[config.mk]
export PLATFORM = sky130hd
export DESIGN_NAME = piradip_axis_peak_meter
export DESIGN_NICKNAME = d
export VERILOG_FILES = /design/src/rtl/piradip_axis_peak_meter.sv
export SDC_FILE = /design/constraint.sdc
export NUM_CORES = 1
export LEC_CHECK = 0
export BUFFER_PORTS_ARGS = -buffer_cell sky130_fd_sc_hd__buf_2
export CORE_MARGIN = 2
export CORE_UTILIZATION = 40
export CTS_CLUSTER_DIAMETER = 60
export DETAILED_ROUTE_END_ITERATION = 6
export SKIP_CTS_REPAIR_TIMING = 1
export SYNTH_ARGS = -nofsm -noshare
export SYNTH_HDL_FRONTEND = slang
export SYNTH_SLANG_ARGS = --single-unit
[constraint.sdc]
create_clock -name stream_clk -period 16.5 [get_ports stream_clk]
set_input_delay 2.475 -clock stream_clk [delete_from_list [all_inputs] [get_ports stream_clk]]
set_output_delay 2.475 -clock stream_clk [all_outputs]
set_load 0.02 [all_outputs]
[src/rtl/piradip_axis_peak_meter.sv]
// rtl/piradip_axis_peak_meter.sv - AXI4-Stream pass-through with per-frame peak/clip statistics (optional clip counting: PIRADIP_PEAK_METER_CLIP_COUNT_EN)
module piradip_axis_peak_meter #(
  parameter int SAMPLE_WIDTH     = 16,
  parameter int N_SAMPLES        = 8,
  parameter int CLIP_COUNT_WIDTH = 16
) (
  input  logic                              stream_clk,
  input  logic                              stream_rst,
  input  logic [N_SAMPLES*SAMPLE_WIDTH-1:0] s_tdata,
  input  logic                              s_tvalid,
  output logic                              s_tready,
  input  logic                              s_tlast,
  output logic [N_SAMPLES*SAMPLE_WIDTH-1:0] m_tdata,
  output logic                              m_tvalid,
  input  logic                              m_tready,
  output logic                              m_tlast,
  output logic                              stat_valid,
  output logic [SAMPLE_WIDTH-1:0]           stat_peak,
  output logic [CLIP_COUNT_WIDTH-1:0]       stat_clips,
  output logic [31:0]                       stat_frames
);

  localparam int DW = N_SAMPLES * SAMPLE_WIDTH;

  typedef enum logic {S_IDLE, S_ACCUM} state_t;

  state_t            state, state_next;
  logic              accept;
  logic              load_main;
  logic              main_valid, skid_valid, ready_q;
  logic [DW-1:0]     main_data, skid_data;
  logic              main_last, skid_last;
  logic [SAMPLE_WIDTH-1:0] run_peak, beat_peak, frame_peak;

  assign accept    = s_tvalid & ready_q;
  assign load_main = m_tready | ~main_valid;
  assign s_tready  = ready_q;
  assign m_tvalid  = main_valid;
  assign m_tdata   = main_data;
  assign m_tlast   = main_last;

  // Skid buffer: main register feeds the output, skid register catches a beat while the output stalls
  always_ff @(posedge stream_clk or posedge stream_rst) begin
    if (stream_rst) begin
      main_valid <= 1'b0;
      main_data  <= '0;
      main_last  <= 1'b0;
      skid_valid <= 1'b0;
      skid_data  <= '0;
      skid_last  <= 1'b0;
      ready_q    <= 1'b0;
    end else if (load_main) begin
      if (skid_valid) begin
        main_valid <= 1'b1;
        main_data  <= skid_data;
        main_last  <= skid_last;
        skid_valid <= 1'b0;
      end else begin
        main_valid <= accept;
        if (accept) begin
          main_data <= s_tdata;
          main_last <= s_tlast;
        end
      end
      ready_q <= 1'b1;
    end else if (accept) begin
      skid_valid <= 1'b1;
      skid_data  <= s_tdata;
      skid_last  <= s_tlast;
      ready_q    <= 1'b0;
    end else begin
      ready_q <= ~skid_valid;
    end
  end

  // Per-beat lane magnitudes; the most negative sample maps to 2^(W-1) without wrapping
  always_comb begin
    logic [SAMPLE_WIDTH-1:0] lane;
    logic [SAMPLE_WIDTH-1:0] mag;
    beat_peak = '0;
    lane      = '0;
    mag       = '0;
    for (int j = 0; j < N_SAMPLES; j++) begin
      lane = s_tdata[j*SAMPLE_WIDTH +: SAMPLE_WIDTH];
      mag  = lane[SAMPLE_WIDTH-1] ? (~lane + SAMPLE_WIDTH'(1)) : lane;
      if (mag > beat_peak) beat_peak = mag;
    end
  end

  // The running peak only counts once a frame has started accumulating
  always_comb begin
    logic [SAMPLE_WIDTH-1:0] base_peak;
    base_peak  = (state == S_ACCUM) ? run_peak : '0;
    frame_peak = (beat_peak > base_peak) ? beat_peak : base_peak;
  end

  // Frame-state register
  always_ff @(posedge stream_clk or posedge stream_rst) begin
    if (stream_rst) state <= S_IDLE;
    else            state <= state_next;
  end

  // Frame-state transitions on accepted beats
  always_comb begin
    state_next = state;
    if (accept) state_next = s_tlast ? S_IDLE : S_ACCUM;
  end

  // Peak accumulation and frame-end statistics
  always_ff @(posedge stream_clk or posedge stream_rst) begin
    if (stream_rst) begin
      run_peak    <= '0;
      stat_valid  <= 1'b0;
      stat_peak   <= '0;
      stat_frames <= '0;
    end else begin
      stat_valid <= accept & s_tlast;
      if (accept) begin
        if (s_tlast) begin
          stat_peak   <= frame_peak;
          stat_frames <= stat_frames + 32'd1;
          run_peak    <= '0;
        end else begin
          run_peak <= frame_peak;
        end
      end
    end
  end

`ifdef PIRADIP_PEAK_METER_CLIP_COUNT_EN
  localparam int BCW = $clog2(N_SAMPLES + 1);

  logic [BCW-1:0]              beat_clips;
  logic [CLIP_COUNT_WIDTH-1:0] run_clips, frame_clips, stat_clips_q;

  assign stat_clips = stat_clips_q;

  // Count lanes sitting at either full-scale rail
  always_comb begin
    logic [SAMPLE_WIDTH-1:0] lane;
    beat_clips = '0;
    lane       = '0;
    for (int j = 0; j < N_SAMPLES; j++) begin
      lane = s_tdata[j*SAMPLE_WIDTH +: SAMPLE_WIDTH];
      if (lane == {1'b0, {(SAMPLE_WIDTH-1){1'b1}}} || lane == {1'b1, {(SAMPLE_WIDTH-1){1'b0}}})
        beat_clips = beat_clips + BCW'(1);
    end
  end

  // Saturating add of this beat's clips onto the frame total
  always_comb begin
    logic [CLIP_COUNT_WIDTH-1:0] base_clips;
    logic [CLIP_COUNT_WIDTH:0]   clip_sum;
    base_clips  = (state == S_ACCUM) ? run_clips : '0;
    clip_sum    = {1'b0, base_clips} + (CLIP_COUNT_WIDTH+1)'(beat_clips);
    frame_clips = clip_sum[CLIP_COUNT_WIDTH] ? '1 : clip_sum[CLIP_COUNT_WIDTH-1:0];
  end

  // Clip accumulation and frame-end clip statistic
  always_ff @(posedge stream_clk or posedge stream_rst) begin
    if (stream_rst) begin
      run_clips    <= '0;
      stat_clips_q <= '0;
    end else if (accept) begin
      if (s_tlast) begin
        stat_clips_q <= frame_clips;
        run_clips    <= '0;
      end else begin
        run_clips <= frame_clips;
      end
    end
  end
`else
  assign stat_clips = '0;
`endif

endmodule

After elaboration in Yosys (flattened, before gate mapping) --
Cells that the tools add are included.
Word-level totals: output and inout bits 196, latch bits 0, memory bits (writable) 0, memories 0, memory bits (read-only) 0, bits in registers 327
Cells by class: div/mod/pow operators 0, $lt $le $gt $ge 9, bitwise gates (word level) 14, multipliers 0, add/sub/neg operators 9, muxes and demuxes 29, shift-type cells 0, equality and inequality tests 0, reduce and logical (&&, ||, !) cells 5
Operators with widths (number):
- 16-bit two-way mux | 19
- 128-bit two-way mux | 2
- 16-bit by 1-bit adder with 16-bit output (second input constant) | 8
- 16-bit greater-than comparator | 8
- 16-bit inverter | 8
- 32-bit by 1-bit adder with 32-bit output (second input constant) | 1
- 16-bit by 1-bit greater-than comparator with 1-bit output (second input constant) | 1
- 1-bit two-way mux | 8
- 2-bit AND reduction | 3
- 2-bit nonzero test | 2
- 1-bit inverter | 3
- 1-bit bitwise AND | 2
- 1-bit bitwise OR | 1

Logic depth before layout (Yosys ltp) --
depth in word-level cells 22, mapped depth 115, gate-level depth less buffers 106

Least setup slack after synthesis --
Ideal clock, no wire load.
path kind input-to-reg, from in s_tdata[7], to reg run_peak[10], stages on the path 104, data required time 16.434 ns, path slack -5.107 ns, buffers on the path 9, data arrival time 21.541 ns, path through nor4_1 > nand4_1 > or4_1 > or4b_2 > ha_1 > nand2_1 > nor4_4 > o22ai_1 > o21a_1 > nor2_2 > mux2_2 > ha_1 > nand4_1 > or2_2 > a211oi_1 > o221ai_2 > o211a_4 > nor2_2 > (+68 left out) > mux2i_1 > ha_1 > nor2b_1 > o21ai_0 > nand2b_1 > a21oi_1 > nor2b_1 > o21ai_0 > nand2b_1 > a21oi_1 > nor2b_1 > o21ai_0 > a21boi_0 > o21ai_0 > a22oi_1 > o21ai_0 > clkbuf_1 > a22o_1
On the way: word-level cells in the longest chain between the ends 22
Ends and longest elaborated chain:
- from (decl) | line 9 | input logic [N_SAMPLES*SAMPLE_WIDTH-1:0] s_tdata,
- 16-bit inverter | line 85 | mag = lane[SAMPLE_WIDTH-1] ? (~lane + SAMPLE_WIDTH'(1)) : lane;
- 16-bit by 1-bit adder with 16-bit output | line 85
- 16-bit two-way mux (*) | line 85
- 16-bit by 1-bit greater-than comparator with 1-bit output | line 86 | if (mag > beat_peak) beat_peak = mag;
- 16-bit two-way mux (*) | line 86
- 16-bit greater-than comparator | line 86
- 16-bit two-way mux (*) | line 86
- 16-bit greater-than comparator | line 86
- (+6 left out)
- 16-bit two-way mux (*) | line 86
- 16-bit greater-than comparator | line 86
- 16-bit two-way mux (*) | line 86
- 16-bit greater-than comparator | line 86
- 16-bit two-way mux (*) | line 86
- 16-bit greater-than comparator | line 94 | frame_peak = (beat_peak > base_peak) ? beat_peak : base_peak;
- 16-bit two-way mux (*) | line 94
- 16-bit two-way mux (*) | line 119 | if (s_tlast) begin
- to (signal assigned) | line 124 | run_peak <= frame_peak;
- to (decl) | line 33 | logic [SAMPLE_WIDTH-1:0] run_peak, beat_peak, frame_peak;
Mark *: on every way between the ends. The rest lies on a longest branch, timed or not. A chain may end at the register's enable or synchronous reset.

Worst setup path in the final report --
from in s_tdata[17], to reg stat_peak[14]
On the way: word-level cells in the longest chain between the ends 19
Ends and longest elaborated chain:
- 16-bit inverter | line 85
- 16-bit by 1-bit adder with 16-bit output | line 85
- 16-bit two-way mux (*) | line 85
- 16-bit greater-than comparator | line 86
- 16-bit two-way mux (*) | line 86
- 16-bit greater-than comparator | line 86
- 16-bit two-way mux (*) | line 86
- 16-bit greater-than comparator | line 86
- (+3 left out)
- 16-bit greater-than comparator | line 86
- 16-bit two-way mux (*) | line 86
- 16-bit greater-than comparator | line 86
- 16-bit two-way mux (*) | line 86
- 16-bit greater-than comparator | line 86
- 16-bit two-way mux (*) | line 86
- 16-bit greater-than comparator | line 94
- 16-bit two-way mux (*) | line 94
- to (signal assigned) | line 120 | stat_peak <= frame_peak;
- to (decl) | line 18 | output logic [SAMPLE_WIDTH-1:0] stat_peak,
Marked as above.

==> key figures <==
Worst setup path
  – Slowest-stage cell, CP: or4_4
  – Crit path top cell by count: o21ai_1
  – R2R Path Start: s_tready
  – Critical Path RT: 16.94 ns
  – Startpoint types: input pin
  – CP Max Fanout: 8
  – Crit. End Element: register
  – Max stage delay on crit path: 0.52 ns
  – Kind of critical path: input pin to register
  – Critical path arrival: 20.36 ns
  – CP Launch Point: s_tdata[17]

Timing
  – Final Max Slew Viols: 0
  – Fin worst setup slack: -3.42 ns
  – RSZ-0062 raised after global routing: yes
  – Final min period: 19.92 ns
  – Fin crit share: 121%
  – Worst slew pin tran: 1.05 ns
  – Setup Viol. Count Final: 32
  – Max frequency: 50.2 MHz
  – Hold Fails Final Rpt: 0
  – Relative slew slack: 29.7%
  – Worst Skew: 0.0155 ns

Floorplan
  – Die ar.: 54000 µm²
  – Rows: 83
  – Starting Density: 40.5%
  – Die X: 232 µm
  – I/O pins: 329
  – Die height: 232 µm
  – Core area: 51500 µm²

Yosys
  – Seq/Total Area, Yosys: 39.2%
  – Most used DFF post-synth: dfrtp_1
  – Register bit count reported by yosys: 327
  – Synth unique cells: 86
  – Mapped Area: 20900 µm²
  – Avg Synthesized Cell Area: 9.66 µm²
  – Asr flop ratio synth: 100%
  – Synth Instances: 2161
  – EDFF count, synth: 0
  – Syn. warnings: 0

Drt
  – DRC viols: 0
  – Wire per inst: 17.5 µm
  – Met2 wire length: 30.5 mm
  – Antenna Nets Post-Route: 0
  – Top Metal Used: met5
  – Met3 Routed Length: 2.70 mm
  – Vias: 18.4k
  – WL met1: 27.1 mm
  – DRT iter0 DRCs: 899
  – DR vias/cell: 5.21
  – Routed wire length: 61.8 mm
  – DR pass1 iterations: 6

Placed design
  – GPL Wtd Cong: 0.920
  – Dpl cells: 3403
  – PortBufs: 312
  – Pre-CTS setup slack: -4.31 ns
  – Detail Placement HPWL: 47.0 mm

Clocking
  – Longest Clk Path Bufs: 3
  – CTS tree: yes
  – Clock root cell: clkbuf_16
  – H-Tree Depth: 2
  – Clock sink count: 327
  – TritonCTS buffer count: 39
  – Worst-Skew Late Latency: 0.56 ns
  – Clk slew on worst S/H paths: 0.06 ns

Status
  – Failing checks: negative setup slack
  – Status: finished, violations left

Global routing
  – Largest net degree at the start of global routing: 131
  – Grt total ovfl: 0
  – Total track usage: 22.0%
  – First-pass GRT wire length: 95.9 mm
  – Number of antenna violations at the first check in global routing: 6
  – Vias in the first global route: 18.2k

Finish
  – Post-route insts no fill: 3526
  – Commonest non-fill, non-tap cell in the layout: buf_4
  – Share of layout cells above drive strength 1: 38.7%
  – Commonest non-fill, non-tap cells in the layout: buf_4, dfrtp_1, buf_2
  – Layout area overhead: 36.4%
  – # fillers: 4669
  – # nets final: 3070

Worst hold path
  – Worst hold start: stat_frames[31]
  – Worst min path class: register to register

Flow run
  – Max Cap Viol: 0
flip-flops by register name (all words and copies together), names as in the netlist, 16 cells and up:
| register | flops |
|---|---|
| skid_data | 128 |
| run_peak | 16 |
| stat_peak | 16 |
| m_tdata | 128 |
| stat_frames | 32 |
worst paths after layout:
kind | slack, ns | to | cells after the start
setup / recovery | -3.42 | stat_peak[14] | 98
hold / removal | 0.46 | stat_frames[31] | 1
setup reg to reg | 13.03 | stat_frames[29] | 10
hold reg to reg | 0.46 | stat_frames[31] | 1
max in group asynchronous | 12.12 | m_tdata[47] | 4
min in group asynchronous | 2.11 | m_tdata[89] | 2
worst max-delay path: cells and delay by family:
family / cells / cell delay [ns]
AO/OA/AOI/OAI: 39 / 6.66
AND/OR/NAND/NOR: 32 / 5.65
adder cells (fa/ha/maj): 8 / 2.17
multiplexers: 6 / 1.70
buffers and inverters: 12 / 1.53
XOR/XNOR: 1 / 0.16
cells in the mapped netlist, types with 13 or more instances:
cell type | instances | share of area [%]
clkbuf_1 | 86 | 1.5
a22o_1 | 13 | 0.55
xnor2_1 | 80 | 3.4
o21a_1 | 23 | 0.83
mux2i_1 | 170 | 8.1
or4_1 | 18 | 0.65
buf_4 | 17 | 0.61
nand2_1 | 167 | 3.0
o31ai_1 | 31 | 1.1
dfrtp_1 | 327 | 39
ha_1 | 125 | 7.5
a21oi_1 | 186 | 4.5
nor3_1 | 15 | 0.36
inv_1 | 88 | 1.6
nand3_1 | 25 | 0.60
nor2_1 | 204 | 3.7
o21ai_0 | 106 | 2.5
or3_1 | 21 | 0.63
nand4_1 | 28 | 0.84
mux2_2 | 130 | 7.0
o41ai_1 | 13 | 0.55
nand2b_1 | 19 | 0.57
xor2_1 | 62 | 2.6
a21o_1 | 31 | 1.1
nor2b_1 | 15 | 0.45
through the flow:
step / util (%) / area [µm²] / setup TNS, ns / hold WS [ns]
5_1_grt: 55.3 / 28500 / -137.69 / 0.488
4_1_cts: 52.9 / 27200 / -118.21 / 0.469
3_3_place_gp: 50.4 / 26000 / -122.76 / 0.458
2_1_floorplan: - / 21500 / -93.18 / 0.447
6_report: 55.3 / 28500 / -108.56 / 0.464
3_5_place_dp: 50.4 / 26000 / -134.37 / 0.462
area by class of cell:
type	instances	area (µm²)	area share, %
clock buffer	59	1160	4.08
multi-input combinational	1644	13000	45.8
antenna	4	10.0	0.0352
timing repair buffer	711	4780	16.8
inverter	89	354	1.24
sequential	327	8190	28.7
clock inverter	12	97.6	0.343
tap	680	851	2.99
logic make-up (layout without fill, tap and decap cells):
kind of cell	Yosys count	after routing	synth area share, %
AO/OA/AOI/OAI	482	482	14.6
XOR/XNOR	143	143	6.03
adder cells (fa/ha/maj)	126	126	7.54
buffers and inverters	205	871	4.13
flip-flops	327	327	39.2
multiplexers	302	302	15.3
other	1	20	0.0180
AND/OR/NAND/NOR	575	575	13.2
metal layers:
metal	track usage, %	vias up
li1	-	9005
met1	28.5	8866
met2	38.2	379
met3	3.37	103
met4	5.71	6
met5	0	-
Power is left out: the tool's default activity adds up to more than one toggle a clock period on the data nets, which glitch-free logic cannot reach.
